`src/rtl/move_input.sv`:
```
// Switch-to-move-command front end: two-flop sync, per-switch debounce, press arming,
// priority encode, and a small command FIFO with valid/ready output and RESET flush.
module move_input #(
  parameter int DEBOUNCE_CYCLES = 1000000,
  parameter int QUEUE_DEPTH     = 4,
  parameter int CNT_W           = 20
) (
  input  logic                               clk,
  input  logic                               rstn,
  input  logic [15:0]                        SW,
  input  logic                               move_ready,
  output logic [2:0]                         move,
  output logic                               move_valid,
  output logic                               overflow,
  output logic [$clog2(QUEUE_DEPTH+1)-1:0]   queue_level
);

  typedef enum logic [2:0] {
    NONE  = 3'd0,
    RIGHT = 3'd1,
    LEFT  = 3'd2,
    DOWN  = 3'd3,
    UP    = 3'd4,
    RESET = 3'd5
  } move_code_e;

  localparam int PW = $clog2(QUEUE_DEPTH);
  localparam int LW = $clog2(QUEUE_DEPTH+1);
  localparam logic [CNT_W-1:0] CNT_LAST = CNT_W'(DEBOUNCE_CYCLES - 1);

  // Bit order: [0..3] = SW[0..3], [4] = SW[15]
  logic [4:0]       sw_used;
  logic [4:0]       sync1, sync2, stable;
  logic [CNT_W-1:0] cnt [5];
  logic             any_on, any_on_d, gen;
  move_code_e       code;

  logic unused_sw;
  assign unused_sw = ^SW[14:4];

  assign sw_used = {SW[15], SW[3:0]};

  always_ff @(posedge clk or negedge rstn) begin
    if (!rstn) begin
      sync1 <= '0;
      sync2 <= '0;
      stable <= '0;
      for (int unsigned i = 0; i < 5; i++) cnt[i] <= '0;
    end else begin
      sync1 <= sw_used;
      sync2 <= sync1;
      for (int unsigned i = 0; i < 5; i++) begin
        if (sync2[i] == stable[i]) begin
          cnt[i] <= '0;
        end else if (cnt[i] == CNT_LAST) begin
          stable[i] <= sync2[i];
          cnt[i]    <= '0;
        end else begin
          cnt[i] <= cnt[i] + CNT_W'(1);
        end
      end
    end
  end

  assign any_on = |stable;
  assign gen    = any_on & ~any_on_d;

  always_ff @(posedge clk or negedge rstn) begin
    if (!rstn) any_on_d <= 1'b0;
    else       any_on_d <= any_on;
  end

  always_comb begin
    code = NONE;
    if      (stable[0]) code = RIGHT;
    else if (stable[1]) code = LEFT;
    else if (stable[2]) code = DOWN;
    else if (stable[3]) code = UP;
    else if (stable[4]) code = RESET;
  end

  move_code_e      mem [QUEUE_DEPTH];
  logic [PW-1:0]   rd_ptr, wr_ptr;
  logic [LW-1:0]   level;
  logic            full, pop, flush, push_ok, wr_en;

  assign full    = (level == LW'(QUEUE_DEPTH));
  assign pop     = move_valid & move_ready;
  assign flush   = gen & (code == RESET);
  assign push_ok = gen & (code != RESET) & (~full | pop);
  assign wr_en   = flush | push_ok;

  always_ff @(posedge clk) begin
    if (wr_en) mem[wr_ptr] <= code;
  end

  // Flush writes RESET at wr_ptr and moves the read pointer onto it, leaving it as the only entry
  always_ff @(posedge clk or negedge rstn) begin
    if (!rstn) begin
      rd_ptr   <= '0;
      wr_ptr   <= '0;
      level    <= '0;
      overflow <= 1'b0;
    end else begin
      overflow <= 1'b0;
      if (flush) begin
        rd_ptr <= wr_ptr;
        wr_ptr <= wr_ptr + PW'(1);
        level  <= LW'(1);
      end else begin
        if (pop)     rd_ptr <= rd_ptr + PW'(1);
        if (push_ok) wr_ptr <= wr_ptr + PW'(1);
        if (gen && full && !pop) overflow <= 1'b1;
        level <= level + LW'(push_ok) - LW'(pop);
      end
    end
  end

  assign move_valid  = (level != '0);
  assign move        = move_valid ? mem[rd_ptr] : NONE;
  assign queue_level = level;

endmodule

```
`config.mk`:
```
export PLATFORM = sky130hd
export DESIGN_NAME = move_input
export DESIGN_NICKNAME = d
export VERILOG_FILES = /design/src/rtl/move_input.sv
export SDC_FILE = /design/constraint.sdc
export NUM_CORES = 1
export LEC_CHECK = 0
export CORE_MARGIN = 2
export CORE_UTILIZATION = 45
export DETAILED_ROUTE_END_ITERATION = 7
export GPL_TIMING_DRIVEN = 0
export PLACE_DENSITY = 0.6
export REMOVE_ABC_BUFFERS = 1
export SETUP_SLACK_MARGIN = 0.02
export SLEW_MARGIN = 10
export SYNTH_ARGS = -nofsm -noshare
export SYNTH_HDL_FRONTEND = slang
export SYNTH_SLANG_ARGS = --single-unit
```
`constraint.sdc`:
```
create_clock -name clk -period 2.9 [get_ports clk]
set_input_delay 0.29 -clock clk [delete_from_list [all_inputs] [get_ports clk]]
set_output_delay 0.29 -clock clk [all_outputs]
set_load 0.02 [all_outputs]
```
After elaboration in Yosys (flattened, before gate mapping)

Memory sizes are Yosys's and may differ from the RTL's.
Index checks and enable logic that the tools add are counted.

Reductions and logical operators: 12
Multiplexer cells: 25
Bitwise operators: 14
Equal/unequal tests: 13
Add/sub/neg operators: 9

Operators with widths:

| cell                                                            | number |
|---|---|
| 20-bit two-way mux                                              | 10 |
| 20-bit by 1-bit adder with 20-bit output, second input constant | 5 |
| 20-bit equality test, second input constant                     | 5 |
| 3-bit two-way mux                                               | 7 |
| 2-bit AND reduction                                             | 5 |
| 2-bit two-way mux                                               | 4 |
| 1-bit NOT                                                       | 7 |
| 3-bit equality test, second input constant                      | 2 |
| 1-bit AND                                                       | 5 |
| 1-bit equality test                                             | 5 |
| 5-bit OR reduction                                              | 1 |
| 2-bit by 1-bit adder with 2-bit output, second input constant   | 2 |
| 1-bit two-way mux                                               | 4 |
| 2-bit nonzero test                                              | 2 |
| 3-bit by 1-bit adder with 3-bit output                          | 1 |
| 3-bit != test, second input constant                            | 1 |
| 3-bit nonzero test                                              | 1 |
| 3-bit by 1-bit subtractor with 3-bit output                     | 1 |
| 1-bit logical AND                                               | 2 |
| 1-bit bitwise OR                                                | 2 |
| 1-bit logical NOT                                               | 1 |

Output and inout bits: 8
Memories: 1
Bits in writable memories: 12
Flip-flop bits (word level): 124

Memory list:

| name | words | width | rd ports | clocked after Yosys merged registers in | wr ports | RTL line | source |
|---|---|---|---|---|---|---|---|
| mem  | 4     | 3     | 1        | 0                                       | 1        | 82       | `move_code_e mem [QUEUE_DEPTH];` |

Depth between registers and ports, before layout

Gate-level depths: netlist of the first run.

Depth after elaboration: 11
Mapped depth: 11
Depth with buffers taken out: 11

Worst setup path before layout of the first run

No wires, ideal clock.

Path type: register -> register
Start point: register level[2], in the netlist queue_level[2]
End point: register level[2], in the netlist queue_level[2]
Data arrival time: 2535 ps
Setup slack: 246 ps
Cell stages (with the launch flop): 12
Setup time: 119 ps
Path buffers: 1
Clock period less this slack: 2654 ps
Cells stage by stage: dfrtp_1 or3_1 clkbuf_1 and2_1 ha_1 inv_1 ha_1 inv_1 fa_1 xnor2_1 xnor2_1 and2_1

Cells in the longest elaborated chain, start to end: 7

Ends and longest elaborated chain:

| item                                          | RTL line | source |
|---|---|---|
| start, declared                               | 84       | `logic [LW-1:0] level;` |
| start signal, assigned                        | 114      | `level <= level + LW'(push_ok) - LW'(pop);` |
| 3-bit nonzero test *                          | 119      | `assign move_valid = (level != '0);` |
| net move_valid                                | 13       | `output logic move_valid,` |
| 1-bit AND *                                   | 88       | `assign pop = move_valid & move_ready;` |
| 1-bit bitwise OR                              | 90       | `assign push_ok = gen & (code != RESET) & (~full \| pop);` |
| 1-bit AND                                     | 90       |  |
| 3-bit by 1-bit adder with 3-bit output        | 114      |  |
| 3-bit by 1-bit subtractor with 3-bit output * | 114      |  |
| 3-bit two-way mux *                           | 106      | `if (flush) begin` |

Mark *: on every way through the listed nets, which the timed path passes. The rest lies on a longest branch.
A chain may end at the register's enable or synchronous reset.

Worst setup path in the final report of the first run

Start point: register level[1], in the netlist queue_level[1]
End point: register level[2], in the netlist queue_level[2]

Cells in the longest elaborated chain, start to end: 7

Ends and longest elaborated chain:

| item                                                      | RTL line |
|---|---|
| 3-bit nonzero test or 3-bit equality test (tied branches) | 119, 87 |
| 1-bit AND or 1-bit NOT (tied branches)                    | 88, 90 |
| 1-bit bitwise OR                                          | 90 |
| 1-bit AND                                                 | 90 |
| 3-bit by 1-bit adder with 3-bit output                    | 114 |
| 3-bit by 1-bit subtractor with 3-bit output *             | 114 |
| 3-bit two-way mux *                                       | 106 |

Mark *: on every way between the ends. The rest lies on a longest branch, timed or not.

==> results of run 1 <==
cell families after synthesis:
kind of cell,after synthesis,share of synthesized area
and+or+nand+nor,284,0.233
adders and majority gates,12,0.0244
AOI/OAI and AO/OA,56,0.0570
buffers and inverters,39,0.0234
muxes,10,0.0224
xor gates and xnor gates,77,0.104
DFF,136,0.535
power by group:
part / switching, W / internal (W) / leakage, nW
clock network: 0.000748 / 0.00127 / 0.275
logic: 0.000183 / 0.000179 / 0.852
registers: 0.0000793 / 0.00198 / 1.83
total: 0.00101 / 0.00344 / 2.95
stage by stage:
stage / cell area (um2) / total power, W / cells
floorplan: 6430 / 0.00230 / 604
global placement: 6800 / 0.00245 / 799
detailed placement: 6840 / 0.00247 / 801
CTS: 7400 / 0.00451 / 831
global route: 7410 / 0.00465 / 831
finish: 7410 / 0.00445 / 831
area by class of cell:
cell class	instances	area, um2	area share
flip-flops and latches	136	3460	0.467
repair buffers	18	196	0.0265
well taps	180	225	0.0304
clock buffers	25	505	0.0682
inverters	29	109	0.0147
multi-input cells	439	2870	0.387
clock inverters	4	45.0	0.00607
synth_stat cells:
library cell,n,area (um2)
a21oi_1,26,130
and2_1,15,93.8
and3_1,9,56.3
and4_1,2,17.5
buf_2,4,20.0
clkbuf_1,6,22.5
dfrtp_1,124,3100
edfxtp_1,12,360
fa_1,1,20.0
ha_1,11,138
inv_1,29,109
mux2_2,6,67.6
mux2i_1,1,10.0
mux4_2,3,67.6
nand2_1,24,90.1
nand2b_1,2,12.5
nand3_1,34,170
nand3_2,1,10.0
nand3b_1,1,7.51
nand4_1,20,125
nand4_2,1,12.5
nand4_4,1,21.3
nor2_1,90,338
nor2b_1,2,12.5
nor3_1,18,90.1
nor4_1,21,131
nor4b_1,5,43.8
o21ai_0,10,50.1
o21ai_1,1,5.00
o21bai_1,1,7.51
o31ai_1,15,113
o31ai_4,3,63.8
or2_1,1,6.26
or2_2,1,6.26
or3_1,15,93.8
or3_2,1,7.51
or4_1,15,113
or4b_1,2,20.0
or4b_2,3,30.0
xnor2_1,55,482
xor2_1,22,193
worst paths after layout:
kind / from / end / slack [ns] / depth (start not counted)
max in group asynchronous: rstn / cnt[9] / 1.81 / 3
min in group asynchronous: rstn / cnt[68] / 0.38 / 2
min: SW[15] / sync1[4] / 0.31 / 1
min reg2reg: sync1[2] / sync2[2] / 0.35 / 0
max reg2reg: queue_level[1] / queue_level[2] / 0.30 / 10
max: queue_level[1] / queue_level[2] / 0.30 / 10
flip-flops by register name (all words and copies together) (netlist names):
signal	flops
any_on_d	1
sync1	5
overflow	1
sync2	5
cnt	100
rd_ptr	2
wr_ptr	2
stable	5
queue_level	3
mem	12
per-layer routing:
metal / GRT usage / part of all wire / vias to the layer above
met2: 0.270 / 0.47 / 54
met3: 0.0517 / 0.034 / 12
met4: 0.0590 / 0.013 / 0
met1: 0.235 / 0.49 / 2176
met5: 0 / 0 / -
li1: - / - / 2235
worst max-delay path, cell delays in order (launching register included):
cell and delay [ns]:
dfrtp_1 0.44, or4b_2 0.71, nand2_1 0.10, ha_1 0.22
inv_1 0.06, ha_1 0.13, inv_1 0.05, fa_1 0.37
xnor2_1 0.14, xnor2_1 0.12, and2_1 0.15
what timing repair did:
item	in CTS	in global routing
hold endpoints to repair	49	0
gates resized for setup	0	1
setup endpoints to repair	0	1
hold buffers	1	0
==> results.tsv, run 1 <==
metric	value	unit
power_density	600	mW/mm2
period_share	0.897	
clk_latency	0.41	ns
ir_drop	393	uV
required	3.20	ns
rows	43	
ant_nets	0	
layout_common_cells	dfrtp_1, nor2_1, xnor2_1	
fillerInstances	1225	
initial_core_util	0.463	
crit_type	register to register	
synth.distinct_cells	41	
drtPass1Iterations	5	
synth_seq_cells	136	
synthCells	614	
drcViolationCount	0	
antenna_found_initial	0	
grt_max_degree	76	
critPathLaunchType	register	
pre_cts_ws	0.0128	ns
setup_viol	0	
cts_tree	yes	
synth-seq-area-share	0.535	
wl_per_cell	14.3	um
fmaxAchievable	384	MHz
worst_pin_slew	0.806	ns
crit_arrival	2.90	ns
core	0.0140	mm2
relSlewSlack	0.462	
diodes	0	
synth.cell_area	0.00647	mm2
final_nets	672	
cp_max_fo	5	
grt_pass1_vias	4450	
rsz0062_at_grt	false	
dieWidth	124	um
utilization	0.530	
whs	0.310	ns
io_pins	27	
hold_path_class	primary input to register	
root_buffer	clkbuf_16	
numPortBuffers	15	
dp_hpwl	7.99	mm
cts.sinks	136	
drive_above_1_share	0.0799	
run_status	complete, no violations	
fin_crit	2.60	ns
setup_tns	0	ns
p_leak	2.95	nW
routed_via_density	5.39	
grt.total_usage	0.174	
htreeDepth	4	
cts.repair_timing.setup_buffer_count	0	
clockBufferDepth	2	
worstSetupEndpointType	register	
place_congestion	0.793	
finalHoldViolations	0	
syn2layout_area_growth	14.6	%
ys_warn_count	0	
grt-ovfl-total	0	
fin_skew	0.00645	ns
final_common_cell	dfrtp_1	
drtIter0Drc	329	
finalWirelength	11.9	mm
vias	4477	
dieHeight	124	um
path_clk_slew	0.05	ns
maxCapViolations	0	
die_area	0.0154	mm2
cts_buffers	17	
maxSlewViolCount	0	
grt_pass1_wl	20.9	mm
syn_area_per_cell	10.5	um2
final.setup.worst_slack	0.298	ns
Power figures use the tool's default switching activity.
==> inputs of run 2 (changes only) <==
SLEW_MARGIN = default   (was 10)
==> results.tsv, run 2 (same netlist as run 1, synthesis figures left out) <==
metric	value	unit	change
path_clk_slew	0.05	ns	about the same
dp_hpwl	7.94	mm	-0.64%
p_clk_frac	0.434		-0.021
worstSetupStartpoint	queue_level[1]		
netSwitchingPower	0.00100	W	-0.72%
setup_viol	0		unchanged
grt_max_degree	76		unchanged
dieHeight	124	um	unchanged
diodes	0		unchanged
relSlewSlack	0.462		-0.000469
routed_via_density	5.37		-0.35%
r2r_setup_slack	0.29	ns	about the same
hp-start	SW[15]		
maxSlewViolCount	0		unchanged
multi_input_area	0.00287	mm2	unchanged
antenna_found_initial	0		unchanged
grt_pass1_wl	20.9	mm	+0.16%
hold_path_class	primary input to register		
htreeDepth	4		unchanged
fillerInstances	1246		+1.7%
root_buffer	clkbuf_16		
syn2layout_area_growth	13.9	%	
top_regs	cnt (100), mem (12)		
seqPwrFrac	0.481		+0.017
initial_core_util	0.463		unchanged
worstReg2RegStart	queue_level[1]		
dieWidth	124	um	unchanged
required	3.19	ns	about the same
rsz0062_at_grt	false		
worst_pin_slew	0.807	ns	+0.000702 ns
power_density	582	mW/mm2	-2.9%
vias	4472		-0.11%
cts.sinks	136		unchanged
cts_tree	yes		
clk_latency	0.41	ns	about the same
critPathLaunchType	register		
fin_skew	0.00681	ns	+0.000362 ns
rows	43		unchanged
largest_register	cnt		
dp.cells	801		unchanged
cts_buffers	17		unchanged
sw_frac_of_total	0.234		+0.00656
drtPass1Iterations	4		-1
clockBufferDepth	2		unchanged
crit_type	register to register		
finalWirelength	11.9	mm	+0.44%
worstSetupEndpointType	register		
ant_nets	0		unchanged
internal_power	0.00329	W	-4.3%
die_area	0.0154	mm2	unchanged
place_congestion	0.793		unchanged
io_pins	27		unchanged
crit_arrival	2.90	ns	about the same
fmaxAchievable	383	MHz	-0.33%
final_common_cell	dfrtp_1		
p_leak	2.93	nW	-0.74%
ff_latch_area	0.00346	mm2	unchanged
finalHoldViolations	0		unchanged
period_share	0.900		+0.00301
drive_above_1_share	0.0766		-0.00331
fin_crit	2.61	ns	+0.00872 ns
comb_power_share	0.084		+0.003
numPortBuffers	15		unchanged
grt.total_usage	0.173		-0.000818
wl_per_cell	14.3	um	+0.20%
ir_drop	415	uV	+5.6%
place_area	0.00685	mm2	about the same
grt_pass1_vias	4409		-0.92%
drtIter0Drc	265		-19%
cp_max_fo	5		unchanged
cts.repair_timing.setup_buffer_count	0		unchanged
stdcell_count	833		+0.24%
grt-ovfl-total	0		unchanged
layout_common_cells	dfrtp_1, nor2_1, xnor2_1		
final_area	0.00737	mm2	-0.57%
drcViolationCount	0		unchanged
core	0.0140	mm2	unchanged
maxCapViolations	0		unchanged
final_nets	672		unchanged
run_status	complete, no violations		
largest_register_ff_count	100		unchanged
==> run 2: cell types whose count changed in the layout (fill, tap and decap cells not counted), sizes merged <==
cell / delta
bufinv: -1
clkbuf: +1
clkinv: +2
==> run 2: area by class of cell <==
class                      instances  area share
sequential                       136       0.470
inverter                          29      0.0148
tap                              180      0.0305
multi-input combinational        439       0.389
clock inverter                     5     0.00339
clock buffer                      26      0.0650
timing repair buffer              18      0.0272
==> run 2: worst max-delay path: stages (launching register included) <==
cell and delay, ns:
dfrtp_1 0.44, or4b_2 0.71, nand2_1 0.10, ha_1 0.22
inv_1 0.06, ha_1 0.13, inv_1 0.05, fa_1 0.38
xnor2_1 0.15, xnor2_1 0.12, and2_1 0.15
==> run 2: per-stage QoR <==
step / total power (W) / setup TNS, ns / setup slack [ns] / hold slack (ns) / util
2_1_floorplan: 0.00230 / 0 / 0.285 / -0.00559 / -
3_3_place_gp: 0.00245 / -411.47 / -3.32 / 0.336 / 0.486
3_5_place_dp: 0.00247 / 0 / 0.0189 / 0.269 / 0.490
4_1_cts: 0.00436 / 0 / 0.155 / 0.301 / 0.526
5_1_grt: 0.00448 / 0 / 0.170 / 0.307 / 0.527
6_report: 0.00429 / 0 / 0.290 / 0.322 / 0.527
==> run 2: routing by layer <==
| layer | vias up | GRT usage | wire length, um |
|---|---|---|---|
| met5 | - | 0 | 0 |
| met4 | 0 | 0.0513 | 136 |
| met3 | 11 | 0.0472 | 317 |
| met2 | 38 | 0.272 | 5590 |
| met1 | 2204 | 0.237 | 5870 |
| li1 | 2219 | - | - |
==> run 2: path summary, 6_finish.rpt <==
check / to / cells past startpoint
max: queue_level[2] / 10
min: sync1[4] / 1
max reg2reg: queue_level[2] / 10
min reg2reg: sync2[2] / 0
max in group asynchronous: cnt[45] / 3
min in group asynchronous: cnt[70] / 2
==> run 2: repair_timing <==
item                                    4_1_cts  5_1_grt
endpoints found under the hold margin        49        0
hold buffers                                  1        0
endpoints found under the setup margin        0        1
gates resized for setup                       0        1
==> run 2: power groups by stage <==
stage	combinational [W]	clock [W]	sequential, W
after floorplan	0.000198	0	0.00211
after global placement	0.000352	0	0.00210
after detailed placement	0.000368	0	0.00210
after CTS	0.000370	0.00192	0.00207
after global routing	0.000403	0.00200	0.00208
final	0.000362	0.00186	0.00207
